==> config.mk <==
export PLATFORM = sky130hd
export DESIGN_NAME = mem_access_unit
export DESIGN_NICKNAME = d
export VERILOG_FILES = /design/src/rtl/mem_pkg.sv /design/src/rtl/mem_lane_align.sv /design/src/rtl/mem_access_unit.sv
export SDC_FILE = /design/constraint.sdc
export NUM_CORES = 1
export LEC_CHECK = 0
export BUFFER_PORTS_ARGS = -buffer_cell sky130_fd_sc_hd__buf_2
export CAP_MARGIN = 20
export CORE_MARGIN = 4
export CORE_UTILIZATION = 55
export CTS_CLUSTER_DIAMETER = 80
export DETAILED_ROUTE_END_ITERATION = 7
export HOLD_SLACK_MARGIN = 0.03
export PLACE_DENSITY_LB_ADDON = 0.15
export REMOVE_ABC_BUFFERS = 1
export SKIP_LAST_GASP = 1
export SYNTH_ARGS = -nofsm -noshare
export SYNTH_HDL_FRONTEND = slang
export SYNTH_HIERARCHICAL = 1
export SYNTH_SLANG_ARGS = --single-unit
==> constraint.sdc <==
create_clock -name clk -period 3.25 [get_ports clk]
set_input_delay 0.8125 -clock clk [delete_from_list [all_inputs] [get_ports clk]]
set_output_delay 0.8125 -clock clk [all_outputs]
set_load 0.01 [all_outputs]
==> src/rtl/mem_pkg.sv <==
// Shared definitions for the load/store unit: access-size encoding, FSM state
// type and lane-position helpers used by both the top and the lane aligner.
package mem_pkg;

    localparam logic [1:0] SZ_BYTE = 2'b00;
    localparam logic [1:0] SZ_HALF = 2'b01;
    localparam logic [1:0] SZ_WORD = 2'b10;
    localparam logic [1:0] SZ_RSVD = 2'b11;   // behaves as a word access

    typedef enum logic [0:0] {
        ST_IDLE   = 1'b0,
        ST_RMW_WR = 1'b1
    } mau_state_e;

    // Bit position of the byte addressed by off within a memory word.
    function automatic logic [4:0] byte_shift(input logic [1:0] off, input logic big_endian);
        return big_endian ? {~off, 3'b000} : {off, 3'b000};
    endfunction

    // Bit position of the halfword selected by hsel (address bit 1).
    function automatic logic [4:0] half_shift(input logic hsel, input logic big_endian);
        return ((big_endian ? ~hsel : hsel) == 1'b1) ? 5'd16 : 5'd0;
    endfunction

    // Halfwords need bit 0 clear, words need bits 1:0 clear; bytes are always aligned.
    function automatic logic is_misaligned(input logic [1:0] size, input logic [1:0] off);
        case (size)
            SZ_BYTE: return 1'b0;
            SZ_HALF: return off[0];
            default: return |off;
        endcase
    endfunction

endpackage

==> src/rtl/mem_lane_align.sv <==
// Combinational lane handling for the load/store unit: extracts and extends
// the addressed byte/halfword of a read word, and merges store data into the
// addressed lane of a read word for read-modify-write.
module mem_lane_align
    import mem_pkg::*;
#(
    parameter bit BIG_ENDIAN = 1'b1
) (
    input  logic [1:0]  size_i,
    input  logic        unsigned_i,
    input  logic [1:0]  offset_i,
    input  logic [31:0] rdata_i,
    input  logic [31:0] wdata_i,
    output logic [31:0] ld_data_o,
    output logic [31:0] merge_o
);

    logic [4:0]  bsh;
    logic [4:0]  hsh;
    logic [7:0]  lane_b;
    logic [15:0] lane_h;

    // Lane extract with sign/zero extension, and lane merge for sub-word stores.
    always_comb begin
        bsh    = byte_shift(offset_i, BIG_ENDIAN);
        hsh    = half_shift(offset_i[1], BIG_ENDIAN);
        lane_b = 8'(rdata_i >> bsh);
        lane_h = 16'(rdata_i >> hsh);
        case (size_i)
            SZ_BYTE: begin
                ld_data_o = unsigned_i ? {24'd0, lane_b} : {{24{lane_b[7]}}, lane_b};
                merge_o   = (rdata_i & ~(32'h0000_00FF << bsh)) | ({24'd0, wdata_i[7:0]} << bsh);
            end
            SZ_HALF: begin
                ld_data_o = unsigned_i ? {16'd0, lane_h} : {{16{lane_h[15]}}, lane_h};
                merge_o   = (rdata_i & ~(32'h0000_FFFF << hsh)) | ({16'd0, wdata_i[15:0]} << hsh);
            end
            default: begin
                ld_data_o = rdata_i;
                merge_o   = wdata_i;
            end
        endcase
    end

endmodule

==> src/rtl/mem_access_unit.sv <==
// Load/store unit between EX/MEM and a word-only data memory. Word stores go
// straight through; byte/half stores become a read cycle (with stall) followed
// by a write of the merged word. Loads are lane-selected, extended and
// registered toward MEM/WB.
// Optional build macro MISALIGN_TRAP_EN: misaligned half/word accesses are
// dropped and flagged on the misalign output one cycle later. Without it the
// low address bits are ignored and misalign is tied low.
//
// state     | meaning
// ----------+----------------------------------------------------------
// ST_IDLE   | accept requests; sub-word stores read the word and stall
// ST_RMW_WR | write the registered merge word back, then return to idle
module mem_access_unit
    import mem_pkg::*;
#(
    parameter bit BIG_ENDIAN = 1'b1
) (
    input  logic        clk,
    input  logic        rst_n,
    input  logic        ex_valid,
    input  logic        ex_mem_read,
    input  logic        ex_mem_write,
    input  logic [1:0]  ex_size,
    input  logic        ex_unsigned,
    input  logic [31:0] ex_addr,
    input  logic [31:0] ex_wdata,
    output logic        stall,
    output logic        dm_mem_read,
    output logic        dm_mem_write,
    output logic [31:0] dm_addr,
    output logic [31:0] dm_wdata,
    input  logic [31:0] dm_rdata,
    output logic [31:0] ld_data,
    output logic        ld_valid,
    output logic        misalign
);

    mau_state_e  state_q, state_d;
    logic [31:0] merge_q, merge_d;
    logic [31:0] addr_q, addr_d;
    logic [31:0] ld_data_q, ld_data_d;
    logic        ld_valid_q, ld_valid_d;

    logic        req;
    logic        sub_word;
    logic        trap;
    logic [31:0] word_addr;
    logic [31:0] lane_ld;
    logic [31:0] lane_merge;

    assign req       = ex_valid && (ex_mem_read || ex_mem_write);
    assign sub_word  = (ex_size == SZ_BYTE) || (ex_size == SZ_HALF);
    assign word_addr = {ex_addr[31:2], 2'b00};

`ifdef MISALIGN_TRAP_EN
    logic misalign_q;

    assign trap     = req && is_misaligned(ex_size, ex_addr[1:0]);
    assign misalign = misalign_q;

    // One-cycle flag for a dropped misaligned request.
    always_ff @(posedge clk) begin
        if (!rst_n) begin
            misalign_q <= 1'b0;
        end else begin
            misalign_q <= (state_q == ST_IDLE) && trap;
        end
    end
`else
    assign trap     = 1'b0;
    assign misalign = 1'b0;
`endif

    mem_lane_align #(
        .BIG_ENDIAN (BIG_ENDIAN)
    ) u_lane_align (
        .size_i     (ex_size),
        .unsigned_i (ex_unsigned),
        .offset_i   (ex_addr[1:0]),
        .rdata_i    (dm_rdata),
        .wdata_i    (ex_wdata),
        .ld_data_o  (lane_ld),
        .merge_o    (lane_merge)
    );

    // Memory-side strobes, stall and next-state selection.
    always_comb begin
        state_d      = state_q;
        merge_d      = merge_q;
        addr_d       = addr_q;
        ld_data_d    = ld_data_q;
        ld_valid_d   = 1'b0;
        dm_mem_read  = 1'b0;
        dm_mem_write = 1'b0;
        dm_addr      = word_addr;
        dm_wdata     = ex_wdata;
        stall        = 1'b0;
        case (state_q)
            ST_IDLE: begin
                if (req && !trap) begin
                    if (ex_mem_write) begin
                        if (sub_word) begin
                            dm_mem_read = 1'b1;
                            stall       = 1'b1;
                            merge_d     = lane_merge;
                            addr_d      = word_addr;
                            state_d     = ST_RMW_WR;
                        end else begin
                            dm_mem_write = 1'b1;
                        end
                    end else begin
                        dm_mem_read = 1'b1;
                        ld_data_d   = lane_ld;
                        ld_valid_d  = 1'b1;
                    end
                end
            end
            ST_RMW_WR: begin
                // A reset landing here must not commit the half-finished merge.
                dm_mem_write = rst_n;
                dm_addr      = addr_q;
                dm_wdata     = merge_q;
                state_d      = ST_IDLE;
            end
            default: state_d = ST_IDLE;
        endcase
    end

    // State, merge buffer and load result registers.
    always_ff @(posedge clk) begin
        if (!rst_n) begin
            state_q    <= ST_IDLE;
            merge_q    <= '0;
            addr_q     <= '0;
            ld_data_q  <= '0;
            ld_valid_q <= 1'b0;
        end else begin
            state_q    <= state_d;
            merge_q    <= merge_d;
            addr_q     <= addr_d;
            ld_data_q  <= ld_data_d;
            ld_valid_q <= ld_valid_d;
        end
    end

    assign ld_data  = ld_data_q;
    assign ld_valid = ld_valid_q;

endmodule

Yosys cells after proc, flatten, opt, wreduce, memory -nomap -nowiden
Index checks and enable logic that the tools add are counted.
{"block": "totals", "out_inout_bits": 101, "input_bits": 104, "ff_bits": 96, "elab_cells": 50}
{"block": "classes", "n_shift": 6, "n_reduce_logical": 7, "bitwise": 11, "n_eq_ne": 1, "mux": 20}
{"op": "$mux 32", "count": 4}
{"op": "$pmux 32 s2", "count": 2}
{"op": "$and 32x32->32", "count": 2}
{"op": "$not 32->32", "count": 2}
{"op": "$or 32x32->32", "count": 2}
{"op": "$shl 16x5->32", "count": 1}
{"op": "$shl 16x5->32 const A", "count": 1}
{"op": "$shl 8x5->32", "count": 1}
{"op": "$shl 8x5->32 const A", "count": 1}
{"op": "$shr 32x5->16", "count": 1}
{"op": "$shr 32x5->8", "count": 1}
{"op": "$mux 1", "count": 11}
{"op": "$mux 5", "count": 1}
{"op": "$not 1->1", "count": 4}
{"op": "$pmux 1 s2", "count": 2}
{"op": "$reduce_and 4->1", "count": 1}
{"op": "$reduce_and 3->1", "count": 1}
{"op": "$reduce_or 3->1", "count": 1}
{"op": "$eq 2x1->1 const B", "count": 1}
{"op": "$logic_not 2->1", "count": 1}
{"op": "$logic_or 1x1->1", "count": 2}
{"op": "$not 2->2", "count": 1}
{"op": "$logic_and 1x1->1", "count": 1}

Logic depth before layout (Yosys ltp)
Gate-level depths: netlist of the first run.
{"block": "logic_depth", "depth_word": 6, "depth_mapped": 9, "mapped_depth_nobuf": 6}

By module
Netlist of the first run, hierarchy kept.
{"module": "mem_access_unit", "seq_area_each_um2": 1921.8, "cells_per_inst": 493, "area_each_um2": 4663.2, "n_inst": 1}
{"module": "mem_lane_align", "seq_area_each_um2": 0.0, "cells_per_inst": 256, "area_each_um2": 1421.4, "n_inst": 1}

Worst setup path before layout of the first run
OpenSTA, ideal clock, no wires.
{"block": "synth_timing", "path_type": "input -> output", "start": "input ex_mem_write", "end": "output dm_mem_read", "path_buffers": 0, "cell_stages": 2, "arrival_ps": 1510, "t_required_ps": 2438, "path_slack_ps": 927, "path_cell_list": "nor2_1 a2111oi_0"}
{"block": "synth_via", "elab_chain_len": 4, "word_cells_on_any_way": 5, "cone_classes": "mux: 3; reduce/logical: 2"}
{"element": "start, declared", "line": "mem_access_unit.sv:22", "rtl": "input logic ex_mem_write,"}
{"element": "$logic_or 1x1->1", "line": "mem_access_unit.sv:51", "rtl": "assign req = ex_valid && (ex_mem_read || ex_mem_write);"}
{"element": "$logic_and 1x1->1", "line": "mem_access_unit.sv:51"}
{"element": "$mux 1 (*)", "line": "mem_access_unit.sv:100", "rtl": "if (req && !trap) begin"}
{"element": "$mux 1 (*)", "line": "mem_access_unit.sv:98", "rtl": "case (state_q)"}
{"element": "end, declared", "line": "mem_access_unit.sv:28", "rtl": "output logic dm_mem_read,"}
Every way passes the cells marked *; elsewhere a longest branch is shown, timed or not.

Worst setup path in the final report of the first run
{"block": "layout_timing", "start": "register state_q", "end": "output dm_wdata[6]"}
{"block": "layout_via", "elab_chain_len": 1}
{"element": "start, declared", "line": "mem_access_unit.sv:38", "rtl": "mau_state_e state_q, state_d;"}
{"element": "start signal, assigned", "line": "mem_access_unit.sv:138", "rtl": "state_q <= state_d;"}
{"element": "$mux 32", "line": "mem_access_unit.sv:98"}
{"element": "end, declared", "line": "mem_access_unit.sv:31", "rtl": "output logic [31:0] dm_wdata,"}
Every way passes these cells.

==> qor.yml, run 1 <==
layout:
  antenna_cells: 0
  final_nets: 1012
  drive_gt1_share_pct: 32.5
  fin_util_pct: 65.7
  area_growth_pct: 17.0
die:
  core_area_um2: 10800
  io_pins: 205
  dieWidth_um: 113
  dieArea_um2: 12800
  rows: 38
  initial_core_util_pct: 56.1
  die_height_um: 113
timing:
  skew_ps: 6.95
  period_needed_ps: 2800
  slew_headroom_pct: 39.0
  rsz0062_at_grt: "false"
  final_hold_viol_count: 0
  finalCritPeriodShare_pct: 86.1
  setup_viol: 0
  tightest_slew_ps: 914
  fmax_mhz: 357
  maxSlewViolCount: 0
  hold_ws_ps: 459
worst_setup_path:
  crit_type: "flip-flop to output port"
  cp.required_ps: 2440
  cp.arrival_ps: 1990
  start_kind: "flip-flop"
  critical_path.max_fanout: 43
  worstSetupEndpointType: "output port"
yosys:
  synth_seq_area_share_pct: 31.6
  syn_inst: 749
  synth_seq_cells: 96
  synth_edf_count: 0
  yosys_warnings: 6
  ys.flop_type: "dfxtp_1"
  synth_area_um2: 6080
  yosysUniqueCellTypes: 38
  async_flop_share_pct: 0
  synth.avg_cell_area_um2: 8.12
drt:
  drcViolationCount: 0
  drt_iter0_drc: 490
  wl_met2_um: 7480
  met3_length_um: 1490
  routed.top_layer: "met4"
  ant_nets: 0
  drt_pass1_iterations: 5
  wl_per_cell_um: 15.8
  wl_met1_um: 7110
  num_vias: 5697
  viasPerCell: 5.41
  wirelength_um: 16600
clocking:
  postCtsSetupRepairBufs: 0
  cts_hold_buffers: 0
  root_buffer: "clkbuf_8"
  cts_tree: "built"
  cts_resized: 0
  cts_max_path_buffers: 2
  clkSinkCount: 96
  h-tree-depth: 3
  clk_pin_slew_ps: 90
  clock_latency_ps: 370
  cts_buffers: 9
place:
  hpwl_um: 11900
  place.gp.congestion: 0.908
  port_buffers: 201
grt:
  grt_pass1_vias: 5380
  grt_pass1_wl_um: 26300
  grt_usage_pct: 25.2
  grt_overflow: 0
  antenna_found_initial: 0
  grt_max_degree: 100
outcome:
  status: "finished clean"
power:
  peakVddDrop_v: 0.000223
  power_density_nw_per_um2: 372
  total_leakage_power_nw: 3.14
  total_power_mw: 2.65
hold_path:
  hold_path.class: "flip-flop to flip-flop"
flow_run:
  cap_violations: 0
[cell families (layout without fill, tap and decap cells)]
family	Yosys count	in the layout	share of synthesized area, %
compound gates	90	90	9.73
buf+inv	67	229	7.63
flops	96	96	31.6
mux	173	173	29.7
other cells	1	3	0.0616
simple gates	322	322	21.3
[per-layer routing]
metal | track usage, % | vias to the layer above
met1 | 32.7 | 2584
li1 | - | 2838
met2 | 39.3 | 236
met3 | 6.31 | 39
met5 | 0 | -
met4 | 11.7 | 0
[synth_stat cells (9+ instances only)]
| cell | count | area [µm²] |
|---|---|---|
| a22oi_1 | 17 | 128 |
| buf_2 | 10 | 50.1 |
| buf_4 | 11 | 82.6 |
| clkbuf_1 | 25 | 93.8 |
| dfxtp_1 | 96 | 1920 |
| mux2_2 | 62 | 698 |
| mux2i_1 | 111 | 1110 |
| nand2_1 | 286 | 1070 |
| nor2_1 | 10 | 37.5 |
| o211ai_1 | 9 | 67.6 |
| o21ai_1 | 35 | 175 |
[per-stage QoR]
stage / instance area, µm² / TNS (ps) / setup slack [ps] / cells
final: 7120 / 0 / 451 / 1053
after global routing: 7120 / 0 / 375 / 1053
after CTS: 7120 / 0 / 469 / 1053
after detailed placement: 6920 / 0 / 727 / 1037
after global placement: 6920 / 0 / 726 / 1037
after floorplan: 5640 / -44580 / -1080 / 688
[registers in the layout, summed over array words and instances (netlist names)]
signal	flops
ld_data	32
merge_q	32
addr_q	30
ld_valid	1
state_q	1
[report_power, final]
group	internal, mW	switching, mW
sequential	1.22	0.0223
clock	0.400	0.419
combinational	0.253	0.339
[layout make-up]
cell class	instances	area, µm²
flip-flops and latches	96	1920
repair buffers	209	1100
fillers	982	3720
inverters	4	15.0
multi-input cells	588	3710
clock inverters	2	37.5
clock buffers	14	163
well taps	140	175
[worst max-delay path, cell delays in order, from the launching register on]
cell,delay (ps)
dfxtp_2,720
buf_12,330
mux2_2,390
buf_2,140
[path summary, 6_finish.rpt]
kind	startpoint	endpoint	slack [ps]	depth (start not counted)
setup / recovery	state_q	dm_wdata[6]	450	3
hold / removal	addr_q[9]	addr_q[9]	460	2
setup reg to reg	state_q	ld_data[23]	1540	3
hold reg to reg	addr_q[9]	addr_q[9]	460	2
[placed cells by master, fill, tap and decap left out, drive strengths merged]
cell type / count
a2111oi: 1
clkbuf: 14
buf: 209
nor4: 2
nor2: 11
mux2: 62
o221ai: 8
a21o: 2
a21oi: 10
conb: 3
o211ai: 9
bufinv: 1
mux2i: 111
and4bb: 2
inv: 4
nand2: 286
and2: 2
nor3: 9
nand3: 1
or2: 1
o21ai: 43
nor2b: 8
a22oi: 17
clkinvlp: 1
dfxtp: 96
Power figures use the tool's default switching activity.
==> inputs of run 2 (changes only) <==
Settings changed: CORE_UTILIZATION 55 to 40.
==> run 2 against run 1 <==
- largest cell class unchanged
- clock power increased by 42%
- highest routed layer is now met5
- sequential share of layout area decreased by 0.69 points
- register-to-register slack got worse by 180 ps
- maximum frequency increased by 6.7%
==> qor.yml, run 2 (synthesis gave the netlist of run 1 again) <==
outcome:
  status: "finished clean"
timing:
  fmax_mhz: 381  # +6.7%
  period_needed_ps: 2620  # -176 ps
  slew_headroom_pct: 47.7  # +8.6 points
  finalCritPeriodShare_pct: 80.7  # -5.4 points
  setup_viol: 0  # unchanged
  skew_ps: 4.11  # -2.83 ps
  rsz0062_at_grt: "false"
  setup_slack_ps: 627  # +176 ps
  maxSlewViolCount: 0  # unchanged
  tightest_slew_ps: 785  # -129 ps
  final_hold_viol_count: 0  # unchanged
layout:
  antenna_cells: 0  # unchanged
  stdcell_count: 1097  # +4.2%
  multiInputGateArea_um2: 3710  # unchanged
  final_nets: 1012  # unchanged
  layout_commonest_cell: "nand2_1"
  fill_cells: 1491  # +52%
  area_growth_pct: 20.3
  regArea_um2: 1930  # +0.13%
  stdcell_area_um2: 7320  # +2.8%
  fin_util_pct: 49.8  # -16 points
  final_cell_mix: "nand2_1, buf_2, mux2i_1, dfxtp_1, mux2_2"
  drive_gt1_share_pct: 32.9  # +0.33 points
die:
  initial_core_util_pct: 41.4  # -15 points
  rows: 44  # +16%
  die_height_um: 131  # +16%
  dieArea_um2: 17200  # +35%
  dieWidth_um: 131  # +16%
  io_pins: 205  # unchanged
  core_area_um2: 14700  # +36%
worst_setup_path:
  cp.required_ps: 2440  # about the same
  worstSetupEndpointType: "output port"
  cp.arrival_ps: 1810  # -180 ps
  critical_path.max_fanout: 37  # -14%
  crit_slowest_cell: "dfxtp_4"
  max_stage_delay_ps: 630  # -90 ps
  r2r.worst_path.cells: 4  # +1
  crit_type: "flip-flop to output port"
  crit_chain: "buf_12 > mux2_2 > buf_2"
  start_kind: "flip-flop"
clocking:
  cts_tree: "built"
  cts_resized: 0  # unchanged
  h-tree-depth: 3  # unchanged
  cts_buffers: 9  # unchanged
  clock_latency_ps: 350  # -20 ps
  clk_pin_slew_ps: 70  # -20 ps
  root_buffer: "clkbuf_16"
  clkSinkCount: 96  # unchanged
  cts_hold_buffers: 0  # unchanged
  postCtsSetupRepairBufs: 0  # unchanged
  cts_max_path_buffers: 2  # unchanged
drt:
  drcViolationCount: 0  # unchanged
  num_vias: 5588  # -1.9%
  ant_nets: 0  # unchanged
  drt_iter0_drc: 380  # -22%
  wirelength_um: 17700  # +6.7%
  drt_pass1_iterations: 5  # unchanged
  wl_per_cell_um: 16.2  # +2.5%
  viasPerCell: 5.09  # -5.8%
power:
  power_density_nw_per_um2: 409  # +10%
  total_leakage_power_nw: 3.21  # +2.1%
  peakVddDrop_v: 0.000232  # +4.2%
  total_power_mw: 2.99  # +13%
hold_path:
  hold_path.class: "flip-flop to flip-flop"
  holdPathStages: 2  # unchanged
grt:
  antenna_found_initial: 1  # +1
  grt_max_degree: 191  # +91%
  grt_overflow: 0  # unchanged
  grt_pass1_wl_um: 28200  # +7.3%
  grt_usage_pct: 19.9  # -5.2 points
  grt_pass1_vias: 5406  # +0.48%
place:
  port_buffers: 201  # unchanged
  placedCellCount: 1081  # +4.2%
  hpwl_um: 12300  # +3.3%
  place_ws_ps: 694  # -33.1 ps
  dpl_cell_area_um2: 6990  # +1.0%
  place.gp.congestion: 0.812  # -11%
flow_run:
  cap_violations: 0  # unchanged
==> run 2: path summary, 6_finish.rpt <==
kind | startpoint | endpoint | slack (ps)
hold / removal | ld_data[25] | ld_data[25] | 450
setup reg to reg | state_q | addr_q[3] | 1360
hold reg to reg | ld_data[25] | ld_data[25] | 450
setup / recovery | state_q | dm_wdata[1] | 630
==> run 2: worst max-delay path: cells and delay by family (launching register included) <==
family / cells / cell delay [ps]
buf+inv: 2 / 440
mux: 1 / 380
flops: 1 / 630
==> run 2: through the flow <==
| stage | setup TNS [ps] | hold WS (ps) |
|---|---|---|
| finish | 0 | 454 |
| global route | 0 | 471 |
| CTS | 0 | 455 |
| detailed placement | 0 | 442 |
| global placement | 0 | 442 |
| floorplan | -44580 | 431 |
==> run 2: routing by layer <==
metal | GRT usage [%] | routed length [µm]
met2 | 32.2 | 7960
met4 | 6.71 | 300
met1 | 25.3 | 7810
met5 | 0 | 9
met3 | 6.31 | 1650
==> run 2: cell type report <==
cell class                      instances  share of cell area (%)
Inverter                                4                   0.205
Clock buffer                           13                    3.83
Multi-Input combinational cell        588                    50.7
Tap cell                              184                    3.15
Clock inverter                          3                   0.633
Timing Repair Buffer                  209                    15.2
Sequential cell                        96                    26.3
==> run 2: power by group <==
| part | total, mW | switching (mW) | internal [mW] |
|---|---|---|---|
| Clock | 1.16 | 0.473 | 0.684 |
| Combinational | 0.599 | 0.344 | 0.255 |
| Sequential | 1.24 | 0.0230 | 1.22 |
| Total | 2.99 | 0.840 | 2.15 |
==> inputs of run 3 (changes only) <==
Settings changed: ABC_AREA from default to 1.
Clock period 3.25 ns to 2.5 ns, I/O delays scaled along.
==> run 3 against run 2 <==
- sequential share of layout area fell by 2.5 points
- non-clock buffer count rose by 12
- power rose by 32%
- critical path depth rose by 2
- die area rose by 9.8%
- wire length rose by 30%
- highest routed layer unchanged
- cell count rose by 43%
- sequential power rose by 33%
- global-route usage rose by 3.9 points
- via count rose by 40%
==> qor.yml, run 3 <==
place:
  place.gp.congestion: 0.869  # +7.0%
  hpwl_um: 15900  # +29%
  placedCellCount: 1550  # +43%
  place_ws_ps: 76.2  # -618 ps
  port_buffers: 201  # unchanged
yosys:
  synth_seq_area_share_pct: 28.6  # -3.0 points
  async_flop_share_pct: 0  # unchanged
  synth_top_cell_by_area: "dfxtp_1"
  synth_seq_cells: 96  # unchanged
  yosys_warnings: 6  # unchanged
  synth_commonest_cells: "nand2_1, nor2_1, nand3_1"
  syn_inst: 1188  # +59%
  ys.flop_type: "dfxtp_1"
  synth_edf_count: 0  # unchanged
  synth.top_cell.area_share_pct: 28.6  # -3.0 points
  synth_area_um2: 6720  # +10%
  synth_most_common_cell: "nand2_1"
  synth.avg_cell_area_um2: 5.66  # -30%
  yosysUniqueCellTypes: 30  # -21%
  synth.area.top_cells: "dfxtp_1, nand2_1, nand3_1"
drt:
  viasPerCell: 4.99  # -2.1%
  num_vias: 7810  # +40%
  drt_iter0_drc: 592  # +56%
  drt_pass1_iterations: 5  # unchanged
  ant_nets: 0  # unchanged
  drcViolationCount: 0  # unchanged
  wirelength_um: 23000  # +30%
  wl_per_cell_um: 14.7  # -9.2%
timing:
  period_needed_ps: 2200
  slew_headroom_pct: 29.4  # -18 points
  rsz0062_at_grt: "false"
  setup_viol: 0  # unchanged
  tightest_slew_ps: 1060  # +274 ps
  final_hold_viol_count: 0  # unchanged
  setup_slack_ps: 297  # -329 ps
  hold_ws_ps: 479  # +25.4 ps
  finalCritPeriodShare_pct: 88.1
  skew_ps: 8.30  # +4.19 ps
  setup_tns_ps: 0  # unchanged
  fmax_mhz: 454
  maxSlewViolCount: 0  # unchanged
layout:
  layout_commonest_cell: "nand2_1"
  stdcell_count: 1566  # +43%
  drive_gt1_share_pct: 19.9  # -13 points
  final_nets: 1445  # +43%
  area_growth_pct: 20.2  # about the same
  final_cell_mix: "nand2_1, buf_2, nor2_1, nand3_1, inv_1"
  fill_cells: 1857  # +25%
  multiInputGateArea_um2: 3910  # +5.4%
  regArea_um2: 1920  # -0.13%
grt:
  grt_pass1_wl_um: 36200  # +28%
  grt_pass1_vias: 6886  # +27%
  grt_usage_pct: 23.8  # +3.9 points
  grt_max_degree: 95  # -50%
  grt_overflow: 0  # unchanged
  antenna_found_initial: 3  # +2
power:
  total_leakage_power_nw: 4.31  # +34%
  peakVddDrop_v: 0.000337  # +45%
  power_density_nw_per_um2: 491  # +20%
flow_run:
  cap_violations: 0  # unchanged
clocking:
  cts_hold_buffers: 0  # unchanged
  cts_max_path_buffers: 2  # unchanged
  clock_latency_ps: 350  # about the same
  clkSinkCount: 96  # unchanged
  clk_pin_slew_ps: 70  # about the same
  cts_resized: 0  # unchanged
  postCtsSetupRepairBufs: 0  # unchanged
  root_buffer: "clkbuf_16"
  h-tree-depth: 3  # unchanged
  cts_buffers: 9  # unchanged
  cts_tree: "built"
worst_setup_path:
  path_delay_family: "buffers and inverters"
  crit_slowest_cell: "dfxtp_2"
  cp.required_ps: 1880  # -560 ps
  critical_path.max_fanout: 21  # -43%
  crit_buf_inv: 3  # +1
  crit_chain: "inv_2 > buf_4 > nand2_1 > nand2_1 > buf_2"
  start_kind: "flip-flop"
  worstSetupEndpointType: "output port"
  crit_top_cell: "nand2_1"
  cp.arrival_ps: 1580  # -230 ps
  crit_type: "flip-flop to output port"
  max_stage_delay_ps: 340  # -290 ps
die:
  die_height_um: 138  # +4.8%
  core_area_um2: 16500  # +12%
  rows: 47  # +6.8%
  dieArea_um2: 18900  # +9.8%
  dieWidth_um: 138  # +4.8%
  io_pins: 205  # unchanged
  initial_core_util_pct: 40.7  # -0.73 points
outcome:
  status: "finished clean"
hold_path:
  hold_path.class: "flip-flop to flip-flop"
-- run 3: metal layers --
metal	global-route usage, %	share of wire [%]
met2	38.0	45
met5	0	0.061
met4	6.10	1.2
met1	33.3	47
met3	4.24	6.2
-- run 3: logic make-up (layout without fill, tap and decap cells) --
family / after synthesis / count (layout) / synth area share [%]
AO/OA/AOI/OAI: 116 / 116 / 9.37
buffers and inverters: 204 / 359 / 13.6
flip-flops: 96 / 96 / 28.6
other: 1 / 4 / 0.0558
AND/OR/NAND/NOR: 771 / 771 / 48.4
-- run 3: final timing paths --
path,startpoint,end,slack (ps),depth (start not counted)
worst max-delay path,state_q,dm_wdata[15],300,5
worst min-delay path,ld_data[7],ld_data[7],480,2
worst max register to register,state_q,merge_q[6],900,6
worst min register to register,ld_data[7],ld_data[7],480,2
-- run 3: worst reg2reg max path, cell delays in order, from the launching register on --
cell and delay [ps]:
dfxtp_2 340, inv_2 310, nand2_1 190, nor2_4 170, buf_12 290, nor2_1 110, nor2_1 110
-- run 3: layout make-up --
cell class	instances	area share [%]
Sequential cell	96	23.8
Timing Repair Buffer	221	15.1
Tap cell	220	3.41
Multi-Input combinational cell	890	48.4
Inverter	123	5.84
Clock buffer	11	3.01
Antenna cell	1	0.0310
Clock inverter	4	0.356
-- run 3: power by group --
group | leakage [nW] | internal, mW | total [mW] | switching (mW)
sequential | 0.785 | 1.61 | 1.65 | 0.0390
combinational | 3.40 | 0.363 | 1.00 | 0.640
clock | 0.128 | 0.700 | 1.32 | 0.617
total | 4.31 | 2.67 | 3.97 | 1.30
-- run 3: through the flow --
stage               power [mW]  util (%)  area [µm²]
floorplan                 2.24         -        6290
global placement          2.68      47.2        7800
detailed placement        2.68      47.2        7800
CTS                       4.00      48.9        8070
global route              4.20      48.9        8080
finish                    3.97      48.9        8080
